**src/rtl/acc_store_ctrl.sv**
```systemverilog
// acc_store_ctrl: writes a snapshot of the accumulator to data memory over a
// request/acknowledge bus. It keeps one command in flight and one pending, and
// aborts a write that is never acknowledged.
//
// All registers update on the falling edge of clock. reset is asynchronous and
// active-low.
//
// Ports:
//   clock, reset          falling-edge clock, async active-low reset
//   StoreReq              one-cycle store command strobe
//   StoreAddr             target address, valid with StoreReq
//   ACCDataIn             accumulator data to store
//   ACCNegIn, ACCZeroIn   accumulator flags, captured with the command
//   MemAck                memory write acknowledge, only honoured in REQ
//   MemReq, MemWr         memory write request (MemWr mirrors MemReq)
//   MemAddr, MemDataOut   write address and data (data is 0 when MemReq is low)
//   StoreBusy             a transaction is in flight or pending
//   StoreFull             pending slot occupied
//   StoreDone             one-cycle pulse, write acknowledged
//   StoreErr              one-cycle pulse, write aborted on timeout
//   StoreRej              one-cycle pulse, command dropped because slot full
//   FlagNeg, FlagZero     flags captured with the last issued store
module acc_store_ctrl #(
  parameter int unsigned DataWidth     = 32,
  parameter int unsigned AddrWidth     = 32,
  parameter int unsigned TimeoutCycles = 15
) (
  input  logic                 clock,
  input  logic                 reset,
  input  logic                 StoreReq,
  input  logic [AddrWidth-1:0] StoreAddr,
  input  logic [DataWidth-1:0] ACCDataIn,
  input  logic                 ACCNegIn,
  input  logic                 ACCZeroIn,
  input  logic                 MemAck,
  output logic                 MemReq,
  output logic                 MemWr,
  output logic [AddrWidth-1:0] MemAddr,
  output logic [DataWidth-1:0] MemDataOut,
  output logic                 StoreBusy,
  output logic                 StoreFull,
  output logic                 StoreDone,
  output logic                 StoreErr,
  output logic                 StoreRej,
  output logic                 FlagNeg,
  output logic                 FlagZero
);

  localparam int unsigned CntWidth = 8;
  // Last counter value before the abort edge: the edge that would move the
  // counter to TimeoutCycles is the one that aborts.
  localparam logic [CntWidth-1:0] CntLast = CntWidth'(TimeoutCycles - 1);

  typedef enum logic [1:0] {
    IDLE = 2'd0,
    REQ  = 2'd1,
    DONE = 2'd2
  } state_e;

  state_e state_q, state_d;

  // FSM decisions shared with the datapath
  logic issue_new_c;   // IDLE with empty slot: command goes straight to the bus
  logic issue_pend_c;  // pending slot moves to the bus this edge
  logic ack_hit_c;
  logic timeout_hit_c;

  // Pending slot
  logic                 pend_valid_q, pend_valid_d;
  logic [AddrWidth-1:0] pend_addr_q,  pend_addr_d;
  logic [DataWidth-1:0] pend_data_q,  pend_data_d;
  logic                 pend_neg_q,   pend_neg_d;
  logic                 pend_zero_q,  pend_zero_d;

  // Timeout counter
  logic [CntWidth-1:0]  cnt_q, cnt_d;

  // Output registers
  logic                 mem_req_q,  mem_req_d;
  logic [AddrWidth-1:0] mem_addr_q, mem_addr_d;
  logic [DataWidth-1:0] mem_data_q, mem_data_d;
  logic                 busy_q,     busy_d;
  logic                 done_q,     done_d;
  logic                 err_q,      err_d;
  logic                 rej_q,      rej_d;
  logic                 flag_neg_q, flag_neg_d;
  logic                 flag_zero_q, flag_zero_d;

  logic slot_capture_c;
  logic reject_c;

  // State and datapath registers
  always_ff @(negedge clock or negedge reset) begin
    if (!reset) begin
      state_q      <= IDLE;
      pend_valid_q <= 1'b0;
      pend_addr_q  <= '0;
      pend_data_q  <= '0;
      pend_neg_q   <= 1'b0;
      pend_zero_q  <= 1'b0;
      cnt_q        <= '0;
      mem_req_q    <= 1'b0;
      mem_addr_q   <= '0;
      mem_data_q   <= '0;
      busy_q       <= 1'b0;
      done_q       <= 1'b0;
      err_q        <= 1'b0;
      rej_q        <= 1'b0;
      flag_neg_q   <= 1'b0;
      flag_zero_q  <= 1'b0;
    end else begin
      state_q      <= state_d;
      pend_valid_q <= pend_valid_d;
      pend_addr_q  <= pend_addr_d;
      pend_data_q  <= pend_data_d;
      pend_neg_q   <= pend_neg_d;
      pend_zero_q  <= pend_zero_d;
      cnt_q        <= cnt_d;
      mem_req_q    <= mem_req_d;
      mem_addr_q   <= mem_addr_d;
      mem_data_q   <= mem_data_d;
      busy_q       <= busy_d;
      done_q       <= done_d;
      err_q        <= err_d;
      rej_q        <= rej_d;
      flag_neg_q   <= flag_neg_d;
      flag_zero_q  <= flag_zero_d;
    end
  end

  // Next-state logic
  always_comb begin
    state_d       = state_q;
    issue_new_c   = 1'b0;
    issue_pend_c  = 1'b0;
    ack_hit_c     = 1'b0;
    timeout_hit_c = 1'b0;
    unique case (state_q)
      IDLE: begin
        // A slot filled during the DONE turnaround is drained from IDLE.
        if (pend_valid_q) begin
          state_d      = REQ;
          issue_pend_c = 1'b1;
        end else if (StoreReq) begin
          state_d     = REQ;
          issue_new_c = 1'b1;
        end
      end
      REQ: begin
        if (MemAck) begin
          state_d   = DONE;
          ack_hit_c = 1'b1;
        end else if (cnt_q == CntLast) begin
          state_d       = DONE;
          timeout_hit_c = 1'b1;
        end
      end
      DONE: begin
        if (pend_valid_q) begin
          state_d      = REQ;
          issue_pend_c = 1'b1;
        end else begin
          state_d = IDLE;
        end
      end
      default: state_d = IDLE;
    endcase
  end

  // Datapath and output next values
  always_comb begin
    pend_addr_d = pend_addr_q;
    pend_data_d = pend_data_q;
    pend_neg_d  = pend_neg_q;
    pend_zero_d = pend_zero_q;
    mem_addr_d  = mem_addr_q;
    flag_neg_d  = flag_neg_q;
    flag_zero_d = flag_zero_q;
    cnt_d       = cnt_q;

    // The slot accepts a command when empty, or when it is being drained now.
    slot_capture_c = StoreReq && !issue_new_c && (!pend_valid_q || issue_pend_c);
    reject_c       = StoreReq && pend_valid_q && !issue_pend_c;

    pend_valid_d = (pend_valid_q && !issue_pend_c) || slot_capture_c;
    if (slot_capture_c) begin
      pend_addr_d = StoreAddr;
      pend_data_d = ACCDataIn;
      pend_neg_d  = ACCNegIn;
      pend_zero_d = ACCZeroIn;
    end

    // Bus data is driven only while requesting; otherwise forced to zero.
    mem_data_d = (state_d == REQ) ? mem_data_q : '0;
    if (issue_new_c) begin
      mem_addr_d  = StoreAddr;
      mem_data_d  = ACCDataIn;
      flag_neg_d  = ACCNegIn;
      flag_zero_d = ACCZeroIn;
    end else if (issue_pend_c) begin
      mem_addr_d  = pend_addr_q;
      mem_data_d  = pend_data_q;
      flag_neg_d  = pend_neg_q;
      flag_zero_d = pend_zero_q;
    end

    // Counter clears on every entry to REQ and counts unacknowledged edges.
    if (state_d == REQ && state_q != REQ) begin
      cnt_d = '0;
    end else if (state_d == REQ && state_q == REQ) begin
      cnt_d = cnt_q + CntWidth'(1);
    end

    mem_req_d = (state_d == REQ);
    busy_d    = (state_d != IDLE) || pend_valid_d;
    done_d    = ack_hit_c;
    err_d     = timeout_hit_c;
    rej_d     = reject_c;
  end

  assign MemReq     = mem_req_q;
  assign MemWr      = mem_req_q;
  assign MemAddr    = mem_addr_q;
  assign MemDataOut = mem_data_q;
  assign StoreBusy  = busy_q;
  assign StoreFull  = pend_valid_q;
  assign StoreDone  = done_q;
  assign StoreErr   = err_q;
  assign StoreRej   = rej_q;
  assign FlagNeg    = flag_neg_q;
  assign FlagZero   = flag_zero_q;

endmodule

```
**config.mk**
```make
export PLATFORM = sky130hd
export DESIGN_NAME = acc_store_ctrl
export DESIGN_NICKNAME = d
export VERILOG_FILES = /design/src/rtl/acc_store_ctrl.sv
export SDC_FILE = /design/constraint.sdc
export NUM_CORES = 1
export LEC_CHECK = 0
export CORE_MARGIN = 3
export CORE_UTILIZATION = 50
export DETAILED_ROUTE_END_ITERATION = 7
export PLACE_DENSITY = 0.77
export SLEW_MARGIN = 20
export SYNTH_ARGS = -nofsm -noshare
export SYNTH_HDL_FRONTEND = slang
export SYNTH_SLANG_ARGS = --single-unit
```
**constraint.sdc**
```tcl
create_clock -name clock -period 2.35 [get_ports clock]
set_input_delay 0.47 -clock clock [delete_from_list [all_inputs] [get_ports clock]]
set_output_delay 0.47 -clock clock [all_outputs]
set_load 0.02 [all_outputs]
```
==> parameters.txt, run 1 <==
Parameter                              Value

Run status
  Outcome ... complete, but fails checks
  Violations in the final reports ... negative setup slack

Synth
  Netlist cell types ... 36
  Synthesized netlist net count ... 610
  Warnings from Yosys ... 0
  Netlist area before placement ... 0.00636 mm^2
  Top cell type by total area after synthesis ... sky130_fd_sc_hd__dfrtn_1
  Post-Synthesis Mean Instance Area ... 11.8 um^2
  Sequential-to-total area share from yosys stat ... 58.2%
  Cells taking the most area after synthesis ... sky130_fd_sc_hd__dfrtn_1 58%, sky130_fd_sc_hd__mux2_2 12%, sky130_fd_sc_hd__mux2i_1 5.7%
  Yosys top cell area share ... 58.2%
  Total of flip-flops plus latches after synthesis ... 148
  Post-synthesis cell count ... 538

Drt
  Drc violations ... 0
  Overall via count from detail_route ... 5608
  Iter 0 DRT Violations ... 588
  Via density ... 5.93
  Antenna violation net count after detailed routing ... 0
  Routed wire length ... 24400 um
  Routed WL per cell ... 25.8 um
  Initial DRT Pass Iterations ... 5

Power
  Switching power as a share of total power ... 37.3%
  Part of the power in the clock network ... 18.7%
  Cell Pwr Density ... 1530 mW/mm^2
  Proportion of power drawn by flip-flops and latches ... 30.0%
  Net switching power figure ... 0.00597 W
  Design Power ... 0.0160 W
  Part of the power in combinational logic ... 51.3%
  Peak ir drop on the vdd network ... 854 uV
  Int Power ... 0.0100 W
  Static leakage power ... 4.98 nW

Floorplanning
  Starting utilization of the core area ... 52.1%
  Die Area ... 0.0141 mm^2
  Die span in x ... 119 um
  Core outline area ... 0.0122 mm^2
  DIE HEIGHT ... 119 um
  Total I/O pin count ... 143
  Number of placement rows ... 40

Critical path
  Worst Path Class, Setup ... flip-flop to output port
  Data required time of the critical path ... 1.88 ns
  Sequence of cells on the critical path ... buf_6
  Startpoint Class ... flip-flop
  Worst EP arrival ... 2.22 ns
  Crit-path slowest cell ... sky130_fd_sc_hd__dfrtn_1
  Crit path max-delay family ... flip-flops
  Crit path max fanout ... 2
  Buf/Inv on CP ... 1
  Largest stage delay on the critical path ... 0.49 ns
  Kind of end point of the critical path ... output port

Layout
  Fraction of layout instances using a drive strength above 1 ... 48.4%
  P&R area growth vs syn ... 64.5%
  # fillers ... 549
  Count of nets after finishing ... 837
  Antenna diode count ... 0

Hold path
  Worst min-delay path class ... flip-flop to flip-flop

STA
  Max Transition Viols Final ... 0
  Actual slew at the worst max-slew pin ... 0.613 ns
  Setup skew after layout ... 0.00805 ns
  Final Hold Vio Count ... 0
  Worst Setup Slack, final ... -0.340 ns
  Final setup vio count ... 156
  RSZ-0062 raised after global routing ... true
  Slew HR ... 59.1%

GRT
  GR Overflow Total ... 0
  Vias in the first global route ... 5739
  Antenna violations before repair ... 1
  Global routing usage summed across all routing layers ... 29.4%
  Pin count of the biggest net entering global routing ... 40
  First-pass GRT wire length ... 31900 um

Place
  DP Worst Slack ... -1.00 ns
  RePlAce Congestion ... 0.800
  Input/output buffers ... 142
  Total half-perimeter wirelength after legalization and detailed placement ... 10400 um

Clocking
  # H-tree levels ... 4
  Cts bufs inserted ... 17
  Clock tree from TritonCTS ... yes
  Largest buffer count on any clock path ... 2
  Total clock sinks ... 148
  Clock insertion delay at the later pin of the skew report ... 0.40 ns
  Clock transition at the register clock pins on the worst setup and hold paths after CTS ... 0.05 ns
  CTS Hold Bufs ... 0
  Root Buffer ... sky130_fd_sc_hd__clkbuf_16

Job
  Max-Cap Viols ... 0
==> flip-flops by register name, indices dropped and copies added, names as in the netlist, 2 cells and up <==
signal       cells
pend_data_q     32
pend_addr_q     32
cnt_q            8
MemAddr         32
state_q          2
MemDataOut      32
==> worst paths after layout <==
check                      cells after the start                           to                        from  slack (ns)
min reg2reg                                    1   pend_addr_q[1]$_DFFE_NN0P_  pend_addr_q[1]$_DFFE_NN0P_        0.46
min in group asynchronous                      1      MemAddr[30]$_DFFE_NN0P_                       reset        1.00
max reg2reg                                    5   MemDataOut[26]$_DFFE_NN0P_         StoreFull$_DFF_NN0_           0
max                                            1                      FlagNeg         FlagNeg$_DFFE_NN0P_       -0.34
min                                            1   pend_addr_q[1]$_DFFE_NN0P_  pend_addr_q[1]$_DFFE_NN0P_        0.46
max in group asynchronous                      2  pend_data_q[17]$_DFFE_NN0P_                       reset        0.80
==> synth_stat cells (all sizes together) <==
master  number
dfrtn      148
nand2       74
nor2        10
ha           2
a211oi       1
a22oi        1
nor2b        1
nand3        4
o21ai       71
o21a         1
xnor2        3
o211ai       1
nor4         1
or2          1
or3          4
and3        32
buf         17
o31ai        1
and2         1
o21ba        1
a21oi       32
nand4b       1
clkbuf      20
mux2i       36
nor3         3
inv          4
or3b         1
mux2        66
==> layout by cell type (no fill, tap or decap), drive strengths merged, types with 4 or more instances in the layout <==
master,count
buf,170
dfrtn,148
nand2,74
o21ai,71
clkdlybuf4s50,66
mux2,66
mux2i,36
and3,32
a21oi,32
clkbuf,27
nor2,10
clkinvlp,4
bufinv,4
nand3,4
or3,4
==> power by group through the flow <==
stage	clock, W	combinational (W)	sequential (W)
CTS	0.00292	0.00687	0.00455
global placement	0	0.00524	0.00437
detailed placement	0	0.00539	0.00445
finish	0.00299	0.00820	0.00480
floorplan	0	0.00302	0.00491
global route	0.00311	0.00856	0.00488
==> cell type report <==
class | count | area [um^2] | share of cell area (%)
flip-flops and latches | 148 | 3700 | 35.4
repair buffers | 243 | 2870 | 27.4
clock buffers | 22 | 484 | 4.63
inverters | 4 | 18.8 | 0.179
multi-input cells | 350 | 3020 | 28.9
well taps | 168 | 210 | 2.01
clock inverters | 9 | 150 | 1.44
repair inverters | 1 | 7.51 | 0.0718
==> layer usage <==
metal / wire length [um] / track usage [%] / vias to the layer above
met5: 11 / 0 / -
met4: 936 / 12.1 / 2
met3: 1780 / 9.04 / 81
met2: 12900 / 49.7 / 298
met1: 8830 / 34.8 / 2881
li1: - / - / 2346
==> cell families after synthesis <==
| logic type | Yosys count | share of synthesized area (%) |
|---|---|---|
| compound gates | 109 | 9.09 |
| xor+xnor | 3 | 0.413 |
| fa+ha+maj | 2 | 0.393 |
| buf+inv | 41 | 4.11 |
| flops | 148 | 58.2 |
| mux | 102 | 17.4 |
| simple gates | 133 | 10.4 |
==> metrics by stage <==
| step | utilization (%) | setup TNS, ns | instances | instance area, um^2 | hold WS [ns] |
|---|---|---|---|---|---|
| 2_1_floorplan | - | -28.87 | 538 | 6600 | 0.408 |
| 3_3_place_gp | 67.7 | -139.91 | 837 | 8270 | 0.422 |
| 3_5_place_dp | 67.7 | -144.80 | 837 | 8270 | 0.429 |
| 4_1_cts | 80.2 | -19.78 | 914 | 9800 | 0.450 |
| 5_1_grt | 85.7 | -28.30 | 945 | 10500 | 0.464 |
| 6_report | 85.7 | -25.62 | 945 | 10500 | 0.455 |
==> what timing repair did <==
action,CTS,global route
pin swaps,11,28
cloned,14,7
endpoints found under the setup margin,217,166
gates resized for setup,494,138
setup buffers,34,29
No activity file was read; power rests on OpenSTA's default activity.
==> inputs of run 2 (changes only) <==
CORE_MARGIN = 8   (was 3)
HOLD_SLACK_MARGIN = 0.12   (was default)
==> parameters.txt, run 2 (synthesis gave the netlist of run 1 again) <==
Parameter                              Value

Run status
  Outcome ... complete, but fails checks (unchanged)
  Violations in the final reports ... negative setup slack (unchanged)

Place
  Total placed cells including tap cells ... 843 (was 837)
  Input/output buffers ... 142 (unchanged)
  Total half-perimeter wirelength after legalization and detailed placement ... 10900 um (was 10400 um)
  Placed Area ... 0.00828 mm^2 (was 0.00827 mm^2)
  DP Worst Slack ... -0.971 ns (was -1.00 ns)
  RePlAce Congestion ... 0.773 (was 0.800)

Critical path
  Capture instance of the worst register-to-register path ... MemAddr[29]$_DFFE_NN0P_ (was MemDataOut[26]$_DFFE_NN0P_)
  Startpoint Class ... flip-flop (unchanged)
  Crit path max-delay family ... flip-flops (unchanged)
  Sequence of cells on the critical path ... buf_6 (unchanged)
  Worst EP arrival ... 2.18 ns (was 2.22 ns)
  Number of cell instances on the worst register-to-register path ... 7 (was 5)
  Kind of end point of the critical path ... output port (unchanged)
  Crit path max fanout ... 2 (unchanged)
  Crit-path slowest cell ... sky130_fd_sc_hd__dfrtn_1 (unchanged)
  Largest stage delay on the critical path ... 0.47 ns (was 0.49 ns)
  Worst reg2reg setup slack ... 0.18 ns (was 0 ns)
  Launch point of the worst reg-to-reg path ... StoreFull$_DFF_NN0_ (unchanged)
  Data required time of the critical path ... 1.88 ns (about the same)
  Buf/Inv on CP ... 1 (unchanged)
  Worst Path Class, Setup ... flip-flop to output port (unchanged)

STA
  Final Hold Vio Count ... 0 (unchanged)
  Slew HR ... 69.0% (was 59.1%)
  Setup_tns ... -24.23 ns (was -25.62 ns)
  Final setup vio count ... 113 (was 156)
  Setup skew after layout ... 0.00441 ns (was 0.00805 ns)
  Actual slew at the worst max-slew pin ... 0.465 ns (was 0.613 ns)
  Max Transition Viols Final ... 0 (unchanged)
  RSZ-0062 raised after global routing ... true (unchanged)
  Worst Setup Slack, final ... -0.298 ns (was -0.340 ns)
  Hold WS ... 0.451 ns (was 0.455 ns)

Hold path
  Worst min-delay path class ... flip-flop to flip-flop (unchanged)
  Hold path depth ... 2 (was 1)
  Hold Startpoint ... MemAddr[1]$_DFFE_NN0P_ (was pend_addr_q[1]$_DFFE_NN0P_)
  Worst min-delay path endpoint ... MemAddr[1]$_DFFE_NN0P_ (was pend_addr_q[1]$_DFFE_NN0P_)

Drt
  Iter 0 DRT Violations ... 353 (was 588)
  Routed wire length ... 18800 um (was 24400 um)
  Antenna violation net count after detailed routing ... 0 (unchanged)
  Drc violations ... 0 (unchanged)
  Initial DRT Pass Iterations ... 4 (was 5)
  Routed WL per cell ... 19.8 um (was 25.8 um)
  Overall via count from detail_route ... 5137 (was 5608)
  Via density ... 5.41 (was 5.93)

Job
  Max-Cap Viols ... 0 (unchanged)

Clocking
  Clock insertion delay at the later pin of the skew report ... 0.39 ns (was 0.40 ns)
  Clock transition at the register clock pins on the worst setup and hold paths after CTS ... 0.04 ns (was 0.05 ns)
  Root Buffer ... sky130_fd_sc_hd__clkbuf_16 (unchanged)
  Clock tree from TritonCTS ... yes (unchanged)
  Largest buffer count on any clock path ... 2 (unchanged)
  Total clock sinks ... 148 (unchanged)
  # H-tree levels ... 4 (unchanged)
  Cts bufs inserted ... 17 (unchanged)
  CTS Hold Bufs ... 0 (unchanged)

Floorplanning
  Total I/O pin count ... 143 (unchanged)
  Core outline area ... 0.0125 mm^2 (was 0.0122 mm^2)
  Starting utilization of the core area ... 50.8% (was 52.1%)
  DIE HEIGHT ... 129 um (was 119 um)
  Die span in x ... 129 um (was 119 um)
  Number of placement rows ... 41 (was 40)
  Die Area ... 0.0166 mm^2 (was 0.0141 mm^2)

Layout
  Final cell count without fillers ... 950 (was 945)
  P&R area growth vs syn ... 56.8% (was 64.5%)
  # fillers ... 759 (was 549)
  Antenna diode count ... 0 (unchanged)
  Most common cell after layout, fill and taps aside ... sky130_fd_sc_hd__dfrtn_1 (unchanged)
  Count of nets after finishing ... 838 (was 837)
  Fraction of layout instances using a drive strength above 1 ... 43.6% (was 48.4%)
  Fin area ... 0.00997 mm^2 (was 0.0105 mm^2)
  Most frequent cells in the layout ... 148 x sky130_fd_sc_hd__dfrtn_1, 86 x sky130_fd_sc_hd__buf_6, 70 x sky130_fd_sc_hd__buf_4 (was 148 x sky130_fd_sc_hd__dfrtn_1, 90 x sky130_fd_sc_hd__buf_6, 66 x sky130_fd_sc_hd__clkdlybuf4s50_1)

GRT
  First-pass GRT wire length ... 26900 um (was 31900 um)
  Pin count of the biggest net entering global routing ... 58 (was 40)
  Global routing usage summed across all routing layers ... 20.9% (was 29.4%)
  GR Overflow Total ... 0 (unchanged)
  Vias in the first global route ... 5235 (was 5739)
  Antenna violations before repair ... 0 (was 1)

Power
  Static leakage power ... 4.81 nW (was 4.98 nW)
  Cell Pwr Density ... 1430 mW/mm^2 (was 1530 mW/mm^2)
  Peak ir drop on the vdd network ... 713 uV (was 854 uV)
[run 2: cell types whose count changed in the layout (fill, tap and decap cells not counted), sizes merged]
cell	change
buf	+4
clkbuf	+4
clkinvlp	-4
bufbuf	-2
bufinv	-2
clkinv	-1
inv	+1
o21ai	+1
[run 2: layout make-up]
cell class              instances  area [um^2]  area share, %
inverters                       4         15.0          0.151
well taps                     172          215           2.16
flip-flops and latches        148         3700           37.1
repair buffers                244         2620           26.3
clock buffers                  27          503           5.04
multi-input cells             351         2840           28.5
clock inverters                 4         70.1          0.703
[run 2: power breakdown]
part	switching, W	internal (W)	total (W)
registers	0.000813	0.00379	0.00460
logic	0.00324	0.00379	0.00703
clock network	0.000975	0.00167	0.00264
[run 2: timing repair]
action                     4_1_cts  5_1_grt
buffers inserted                28       39
resized for setup              494       55
pin swaps                       36        9
cloned                           4        6
setup endpoints to repair      217      144
[run 2: per-layer routing]
layer  share of wire (%)  GRT usage, %  vias to the layer above  wire [um]
met3                 6.7          6.58                       20       1250
met4                 1.4          7.60                        0        264
met1                  41          26.1                     2592       7690
li1                    -             -                     2341          -
met5                   0             0                        -          0
met2                  51          33.3                      184       9600
[run 2: metrics by stage]
step / utilization (%) / power (W)
finish: 79.7 / 0.0143
global placement: 66.1 / 0.00973
global route: 79.7 / 0.0150
floorplan: - / 0.00793
detailed placement: 66.1 / 0.00994
CTS: 75.0 / 0.0133
[run 2: worst max-delay path by stage]
stage / from / end / slack [ns] / cells after the start
after floorplan: MemAck / cnt_q[2]$_DFFE_NN0P_ / -0.46 / 6
after global placement: MemAck / cnt_q[3]$_DFFE_NN0P_ / -0.93 / 5
after detailed placement: MemAck / cnt_q[7]$_DFFE_NN0P_ / -0.97 / 6
after CTS: MemDataOut[13]$_DFFE_NN0P_ / MemDataOut[13] / -0.30 / 1
after global routing: MemDataOut[1]$_DFFE_NN0P_ / MemDataOut[1] / -0.32 / 1
final: MemDataOut[13]$_DFFE_NN0P_ / MemDataOut[13] / -0.30 / 1
